==> src/rtl/cordic_pkg.sv <==
// Shared constants for the CORDIC datapath: Q2.13 angle scale
// and the arctan table used by the rotation stage.
package cordic_pkg;

    localparam int DATA_WIDTH  = 16;
    localparam int PI_Q13      = 25736;
    localparam int TWO_PI_Q13  = 51472;
    localparam int HALF_PI_Q13 = 12868;
    localparam int ATAN_N      = 16;

    typedef logic signed [DATA_WIDTH-1:0] q13_t;

    // atan(2^-i) in Q2.13 radians, rounded
    localparam q13_t ATAN_Q13 [ATAN_N] = '{
        16'sd6434, 16'sd3798, 16'sd2007, 16'sd1019,
        16'sd511,  16'sd256,  16'sd128,  16'sd64,
        16'sd32,   16'sd16,   16'sd8,    16'sd4,
        16'sd2,    16'sd1,    16'sd0,    16'sd0
    };

    function automatic q13_t atan_q13(input int unsigned idx);
        atan_q13 = (idx < ATAN_N) ? ATAN_Q13[idx] : '0;
    endfunction

endpackage

==> src/rtl/phase_wrap.sv <==
// Single fold of a widened angle sum back into [-pi, +pi].
// Both operands are already within +/-pi, so one fold suffices.
module phase_wrap #(
    parameter int W  = 18,
    parameter int PI = 25736
) (
    input  logic signed [W-1:0] sum_i,
    output logic signed [W-1:0] wrap_o
);

    localparam logic signed [W-1:0] PI_W     = W'(PI);
    localparam logic signed [W-1:0] TWO_PI_W = W'(2 * PI);

    always_comb begin
        wrap_o = sum_i;
        if (sum_i > PI_W) begin
            wrap_o = sum_i - TWO_PI_W;
        end else if (sum_i < -PI_W) begin
            wrap_o = sum_i + TWO_PI_W;
        end
    end

endmodule

==> src/rtl/cordic_phase_gen.sv <==
// Phase accumulator / sample strobe generator feeding the
// pipelined CORDIC rotation stage (NCO / vector rotator).
module cordic_phase_gen
    import cordic_pkg::*;
#(
    parameter int DATA_WIDTH = cordic_pkg::DATA_WIDTH,
    parameter int PI_Q13     = cordic_pkg::PI_Q13,
    parameter int DIV_WIDTH  = 16
) (
    input  logic                         clk,
    input  logic                         sclr_n,
    input  logic                         en,
    input  logic                         load,
    input  logic signed [DATA_WIDTH-1:0] freq_word,
    input  logic signed [DATA_WIDTH-1:0] phase_offset,
    input  logic signed [DATA_WIDTH-1:0] amplitude,
    input  logic        [DIV_WIDTH-1:0]  rate_div,
    output logic                         nd,
    output logic signed [DATA_WIDTH-1:0] x_in,
    output logic signed [DATA_WIDTH-1:0] y_in,
    output logic signed [DATA_WIDTH-1:0] phase_in
);

    localparam int AW = DATA_WIDTH + 2;

    typedef logic signed [DATA_WIDTH-1:0] word_t;
    typedef logic signed [AW-1:0]         wide_t;
    typedef logic        [DIV_WIDTH-1:0]  div_t;

    localparam word_t PI_P = word_t'(PI_Q13);

    function automatic word_t clamp_pi(input word_t v);
        clamp_pi = v;
        if (v > PI_P) begin
            clamp_pi = PI_P;
        end else if (v < -PI_P) begin
            clamp_pi = -PI_P;
        end
    endfunction

    word_t fw_q, fw_d;
    word_t off_q, off_d;
    word_t amp_q, amp_d;
    div_t  div_q, div_d;
    word_t acc_q, acc_d;
    div_t  cnt_q, cnt_d;
    logic  nd_q, nd_d;
    word_t x_q, x_d;
    word_t ph_q, ph_d;

    div_t  div_eff;
    logic  tick;
    wide_t acc_sum, acc_wrap;
    wide_t ph_sum, ph_wrap;

    // A zero divider would strobe every cycle, but the CORDIC
    // samples its inputs for two cycles, so floor it at 1.
    assign div_eff = (div_q == '0) ? div_t'(1) : div_q;
    assign tick    = en && (cnt_q == div_eff);

    assign acc_sum = wide_t'(acc_q) + wide_t'(fw_q);
    assign ph_sum  = wide_t'(acc_q) + wide_t'(off_q);

    phase_wrap #(
        .W  (AW),
        .PI (PI_Q13)
    ) u_wrap_acc (
        .sum_i  (acc_sum),
        .wrap_o (acc_wrap)
    );

    phase_wrap #(
        .W  (AW),
        .PI (PI_Q13)
    ) u_wrap_ph (
        .sum_i  (ph_sum),
        .wrap_o (ph_wrap)
    );

    always_comb begin
        fw_d  = fw_q;
        off_d = off_q;
        amp_d = amp_q;
        div_d = div_q;
        acc_d = acc_q;
        cnt_d = cnt_q;
        nd_d  = 1'b0;
        x_d   = x_q;
        ph_d  = ph_q;
        if (load) begin
            fw_d  = clamp_pi(freq_word);
            off_d = clamp_pi(phase_offset);
            amp_d = amplitude;
            div_d = rate_div;
            acc_d = '0;
            cnt_d = '0;
        end else if (tick) begin
            cnt_d = '0;
            acc_d = acc_wrap[DATA_WIDTH-1:0];
            ph_d  = ph_wrap[DATA_WIDTH-1:0];
            x_d   = amp_q;
            nd_d  = 1'b1;
        end else if (en) begin
            cnt_d = cnt_q + div_t'(1);
        end
    end

    always_ff @(posedge clk or negedge sclr_n) begin
        if (!sclr_n) begin
            fw_q  <= '0;
            off_q <= '0;
            amp_q <= '0;
            div_q <= '0;
            acc_q <= '0;
            cnt_q <= '0;
            nd_q  <= 1'b0;
            x_q   <= '0;
            ph_q  <= '0;
        end else begin
            fw_q  <= fw_d;
            off_q <= off_d;
            amp_q <= amp_d;
            div_q <= div_d;
            acc_q <= acc_d;
            cnt_q <= cnt_d;
            nd_q  <= nd_d;
            x_q   <= x_d;
            ph_q  <= ph_d;
        end
    end

    assign nd       = nd_q;
    assign x_in     = x_q;
    assign y_in     = '0;
    assign phase_in = ph_q;

endmodule

==> config.mk <==
export PLATFORM = sky130hd
export DESIGN_NAME = cordic_phase_gen
export DESIGN_NICKNAME = d
export VERILOG_FILES = /design/src/rtl/cordic_pkg.sv /design/src/rtl/phase_wrap.sv /design/src/rtl/cordic_phase_gen.sv
export SDC_FILE = /design/constraint.sdc
export NUM_CORES = 1
export LEC_CHECK = 0
export CAP_MARGIN = 20
export CORE_MARGIN = 1
export CORE_UTILIZATION = 49
export CTS_BUF_LIST = sky130_fd_sc_hd__clkbuf_16
export DETAILED_ROUTE_END_ITERATION = 12
export GPL_ROUTABILITY_DRIVEN = 0
export PLACE_DENSITY = 0.79
export SLEW_MARGIN = 5
export SYNTH_ARGS = -nofsm -noshare
export SYNTH_HDL_FRONTEND = slang
export SYNTH_SLANG_ARGS = --single-unit
==> constraint.sdc <==
create_clock -name clk -period 8.4 [get_ports clk]
set_input_delay 1.26 -clock clk [delete_from_list [all_inputs] [get_ports clk]]
set_output_delay 1.26 -clock clk [all_outputs]
set_load 0.01 [all_outputs]
==> results of run 1 <==
-- metrics by stage --
stage          utilization  total power (W)  setup WS, ns
2_1_floorplan            -        0.0009644         4.859
3_3_place_gp        0.5625         0.001058         4.288
3_5_place_dp        0.5625         0.001065         4.171
4_1_cts             0.5979         0.001840         4.119
5_1_grt             0.5994         0.001914         3.740
6_report            0.5994         0.001840         4.034
-- flip-flops by register name, indices dropped and copies added (netlist names) --
signal	flops
acc_q	16
cnt_q	16
fw_q	16
nd	1
phase_in	16
off_q	16
div_q	16
x_in	16
amp_q	16
-- where the power goes --
| part | internal, W | switching, W | total [W] |
|---|---|---|---|
| Sequential | 0.000656 | 0.0000275 | 0.000684 |
| Clock | 0.000471 | 0.000303 | 0.000774 |
| Combinational | 0.000162 | 0.000221 | 0.000382 |
| Total | 0.00129 | 0.000551 | 0.00184 |
-- layout by cell type (no fill, tap or decap), drive strengths merged, types with 7 or more instances in the layout --
master	synthesis	routed
clkbuf	28	17
or3	8	8
o22a	9	9
a21o	19	19
nor2	63	63
o211ai	12	12
o22ai	7	7
a22o	9	9
dfrtp	129	129
mux2	34	34
a211oi	8	8
a21oi	44	44
clkdlybuf4s50	0	98
nor2b	10	10
nand2	132	132
buf	28	11
a31oi	14	14
nand4	13	13
ha	40	40
inv	19	27
and3	20	20
o31ai	11	11
o21ai	58	58
xnor2	34	34
nand3	17	17
conb	1	16
nor3	22	22
o21a	7	7
xor2	20	20
o2bb2ai	16	16
-- cells in the mapped netlist, drive strengths merged, types with 4 or more instances --
cell type	n	area [um^2]
nand3	17	85.08
o2bb2ai	16	140.1
or3	8	56.31
a21o	19	152.7
nor2b	10	62.56
o21a	7	52.55
dfrtp	129	3228
o31a	4	35.03
mux2	34	382.9
a22o	9	78.83
a311oi	4	52.56
o22a	9	78.83
a211oi	8	65.06
nor2	63	236.5
xor2	20	175.2
o21ai	58	294.0
inv	19	71.32
a211o	6	52.55
o2111ai	5	43.79
buf	28	198.9
a21oi	44	220.2
a22oi	4	30.03
o31ai	11	82.58
nand2	132	495.5
o22ai	7	75.07
ha	40	500.5
o211ai	12	90.09
xnor2	34	297.8
clkbuf	28	145.1
or2	4	25.02
a41oi	5	43.79
and3	20	127.6
nor4	6	37.54
a311o	4	41.29
nor3	22	110.1
or4	4	30.03
a31oi	14	87.58
and2	6	37.54
nand4	13	81.33
-- critical path, stage by stage, from the launching register on --
cell and delay [ns]:
dfrtp_1 0.41, ha_1 0.22, fa_1 0.41, a21o_1 0.22
a221oi_2 0.38, o21ai_2 0.16, a211oi_2 0.33, o21bai_1 0.11
xor2_1 0.50, o311ai_2 0.27, a22oi_1 0.77, a31oi_1 0.20
o31ai_1 0.29
-- cell families (layout without fill, tap and decap cells) --
group / Yosys count / after routing / share of synthesized area
buffers and inverters: 76 / 161 / 0.04851
adder cells (fa/ha/maj): 42 / 42 / 0.06256
other: 1 / 16 / 0.0004341
flip-flops: 129 / 129 / 0.3736
XOR/XNOR: 54 / 54 / 0.05474
AO/OA/AOI/OAI: 284 / 284 / 0.2433
AND/OR/NAND/NOR: 318 / 318 / 0.1725
multiplexers: 34 / 34 / 0.04432
-- routing by layer --
| layer | track usage | vias up |
|---|---|---|
| li1 | - | 3640 |
| met1 | 0.3204 | 3704 |
| met2 | 0.4003 | 300 |
| met3 | 0.05068 | 47 |
| met4 | 0.09051 | 0 |
| met5 | 0 | - |
-- worst max-delay path by stage --
stage / from / to / slack [ns] / depth (start not counted)
finish: acc_q[0] / phase_in[7] / 4.03 / 12
global route: acc_q[0] / phase_in[7] / 3.74 / 12
CTS: acc_q[0] / phase_in[8] / 4.12 / 12
detailed placement: acc_q[0] / phase_in[7] / 4.17 / 12
global placement: acc_q[0] / phase_in[7] / 4.29 / 12
floorplan: acc_q[0] / acc_q[9] / 4.86 / 13
-- cell type report --
type	instances	area, um^2
Fill cell	1453	6904
Multi-Input combinational cell	748	5057
Sequential cell	129	3228
Timing Repair Buffer	109	1081
Clock buffer	17	425.4
Tap cell	225	281.5
Clock inverter	15	183.9
Inverter	20	75.07
==> metrics.csv, run 1 <==
metric;value;unit
status;completed;
wl_met3;1249;um
cts_sinks;129;
cts_buffers;17;
synth_area;8640;um^2
rsz0062_at_grt;no;
cp-start-kind;register;
grt_pass1_vias;7167;
clockBufferDepth;2;
powerDensity;178.1;nW/um^2
stdcell_area;10330;um^2
drtIter0Drc;549;
vias;7691;
fmax;0.2290;GHz
grt_overflow;0;
hpwl;15530;um
holdWs;0.4625;ns
synth-seq-area-share;0.3736;
min_period;4.366;ns
post_drt_via_cell_ratio;6.089;
worst_pin_slew;0.8807;ns
totalWireLength;21850;um
avgRoutedWirePerCell;17.30;um
synth.ff_latch_count;129;
hold_viol;0;
grt_max_degree;84;
place_inst;1230;
nets;1135;
synth_edf_count;0;
critPathMaxFanout;11;
vdd_ir_drop_max;153.7;uV
top_layer_used;met4;
cts_tree;yes;
dpl_cell_area;9696;um^2
routedLengthMet1;9718;um
n_antenna_cell;0;
hold_depth;2;
route.detailed.drc;0;
wl_met2;10360;um
crit-reg2reg-launch;acc_q[0];
yosysUniqueCellTypes;91;
antenna_found_initial;0;
syn_area_per_cell;9.211;um^2
fin_cells;1263;
h-tree-depth;4;
grt_pass1_wl;35250;um
setup-violations-final;0;
p_leak;4.575;nW
yosysWarnings;0;
root_buffer;clkbuf_16;
arrival;4.70;ns
reg2reg_slack;4.03;ns
io-pin-count;117;
layout-drive-gt1-share;0.1040;
die_w;134.8;um
cts_hold_buffers;0;
clock_latency;0.43;ns
endpoint_kind;register;
worstHoldEndpoint;x_in[13];
required;8.73;ns
clkTransAtPathRegs;0.06;ns
synth_ff_type;dfrtp_1;
r2r-end;phase_in[7];
critPathKind;reg -> reg;
initial_core_util;0.5012;
synth-async-reset-ratio;1.000;
rows;48;
ctsResizeCount;0;
rr_worst_depth;12;
max-cap-violations;0;
ant_nets;0;
die_area;18170;um^2
synthCells;938;
die_h;134.8;um
first_pass_iters;5;
cts_setup_buffers;0;
fin_skew;0.009499;ns
min_from;x_in[13];
fin_crit_sh;0.5198;
fin_setup_tns;0;ns
core_area;17240;um^2
relSlewSlack;0.4092;
hold_path.class;reg -> reg;
io_buffers;100;
slew_violations;0;
area_delta_synth_final;19.59;%
grt_use_total;0.2451;
No activity file was read; power rests on OpenSTA's default activity.
==> run 2: changes to the inputs <==
==> constraint.sdc (replaced) <==
create_clock -name clk -period 4.3 [get_ports clk]
set_input_delay 0.645 -clock clk [delete_from_list [all_inputs] [get_ports clk]]
set_output_delay 0.645 -clock clk [all_outputs]
set_load 0.01 [all_outputs]
==> run 2 against run 1 <==
Via count fell by 1.0%. Fmax rose by 8.3%. Combinational power increased by 96%. Critical path type unchanged. Worst setup slack got worse by 3.8 ns. Hold slack got worse by 0.21 ns. Final area about the same. Sequential power up 96%. Count of clock-buffer cells in the layout unchanged.
==> metrics.csv, run 2 (synthesized netlist as in run 1, its figures left out) <==
metric;value;unit
reg2reg_slack;0.27;ns
drtIter0Drc;567;
fin_crit_sh;0.9379;
crit-reg2reg-launch;acc_q[0];
layout-drive-gt1-share;0.1120;
final_cell_mix;nand2_1 (132), dfrtp_1 (129), clkdlybuf4s50_1 (98), nor2_1 (62), o21ai_0 (49);
cts_tree;yes;
root_buffer;clkbuf_16;
clkPwrFrac;0.403;
post_drt_via_cell_ratio;5.994;
avgRoutedWirePerCell;16.85;um
first_pass_iters;5;
core_area;17240;um^2
rows;48;
cts_buffers;17;
slew_violations;0;
cp-start-kind;register;
totalWireLength;21400;um
hpwl;15930;um
min_period;4.033;ns
setup-violations-final;0;
clkTransAtPathRegs;0.06;ns
powerDensity;338.1;nW/um^2
critPathMaxFanout;7;
max-cap-violations;0;
holdWs;0.2510;ns
h-tree-depth;4;
final_common_cell;nand2_1;
ant_nets;0;
critPathKind;reg -> reg;
initial_core_util;0.5012;
hold_viol;0;
cts_sinks;129;
route.detailed.drc;0;
ctsResizeCount;0;
clockBufferDepth;2;
relSlewSlack;0.4392;
seqPwrFrac;0.383;
p_int;0.002413;W
grt_max_degree;57;
nets;1142;
fmax;0.2480;GHz
io_buffers;100;
worst_pin_slew;0.8382;ns
die_area;18170;um^2
grt_use_total;0.2444;
grt_overflow;0;
status;completed;
rr_worst_depth;12;
die_w;134.8;um
p_comb_frac;0.214;
grt_pass1_vias;7210;
rsz0062_at_grt;no;
fillCellCount;1473;
clock_latency;0.43;ns
arrival;4.35;ns
switching_share;0.3093;
n_antenna_cell;0;
p_leak;4.584;nW
endpoint_kind;register;
required;4.61;ns
fin_skew;0.009501;ns
io-pin-count;117;
cts_hold_buffers;0;
r2r-end;phase_in[14];
antenna_found_initial;0;
vias;7612;
grt_pass1_wl;35380;um
cts_setup_buffers;0;
die_h;134.8;um
area_delta_synth_final;19.61;%
hold_path.class;in -> async;
vdd_ir_drop_max;278.5;uV
fin_setup_tns;0;ns
power.switching;0.001081;W
-- run 2: worst max-delay path by stage --
stage                     startpoint      endpoint  slack [ns]
final                       acc_q[0]  phase_in[14]        0.27
after global routing        acc_q[0]   phase_in[8]        0.03
after CTS                   acc_q[0]  phase_in[13]        0.28
after detailed placement    acc_q[0]  phase_in[13]        0.29
after global placement      acc_q[0]  phase_in[13]        0.42
after floorplan             acc_q[0]      acc_q[9]        0.76
-- run 2: cell type report --
class | count | area, um^2 | area share
repair buffers | 116 | 1111 | 0.1075
clock buffers | 17 | 425.4 | 0.04117
multi-input cells | 748 | 5065 | 0.4901
flip-flops and latches | 129 | 3228 | 0.3124
well taps | 225 | 281.5 | 0.02724
inverters | 20 | 75.07 | 0.007265
clock inverters | 15 | 147.6 | 0.01429
-- run 2: metal layers --
metal	up-vias	part of all wire	wire, um	GRT usage
li1	3651	-	-	-
met5	-	0	0	0
met2	257	0.48	10170	0.4046
met3	43	0.047	1009	0.03116
met4	0	0.027	574	0.09800
met1	3661	0.45	9647	0.3243
-- run 2: through the flow --
stage / cell area [um^2] / util / worst slack [ns] / cells / total power [W]
3_5_place_dp: 9753 / 0.5658 / 0.2900 / 1238 / 0.002089
4_1_cts: 10330 / 0.5991 / 0.2789 / 1270 / 0.003509
3_3_place_gp: 9748 / 0.5655 / 0.4233 / 1237 / 0.002071
6_report: 10330 / 0.5995 / 0.2672 / 1270 / 0.003494
2_1_floorplan: 8696 / - / 0.7592 / 953 / 0.001884
5_1_grt: 10330 / 0.5995 / 0.03198 / 1270 / 0.003652
-- run 2: worst max-delay path: stages (launching register included) --
cell and delay [ns]:
dfrtp_1 0.41, ha_1 0.23, fa_1 0.42, a21o_1 0.22, a221oi_2 0.39, xor2_1 0.49, o211ai_1 0.24, o211ai_1 0.25
a31oi_1 0.17, o311ai_2 0.36, a21oi_1 0.25, a211o_1 0.32, a22o_1 0.18
-- run 2: power by group through the flow --
stage | clock network, W | logic [W] | registers (W)
after floorplan | 0 | 0.000546 | 0.00134
after global placement | 0 | 0.000715 | 0.00136
after detailed placement | 0 | 0.000731 | 0.00136
after CTS | 0.00143 | 0.000740 | 0.00134
after global routing | 0.00148 | 0.000821 | 0.00135
final | 0.00141 | 0.000747 | 0.00134
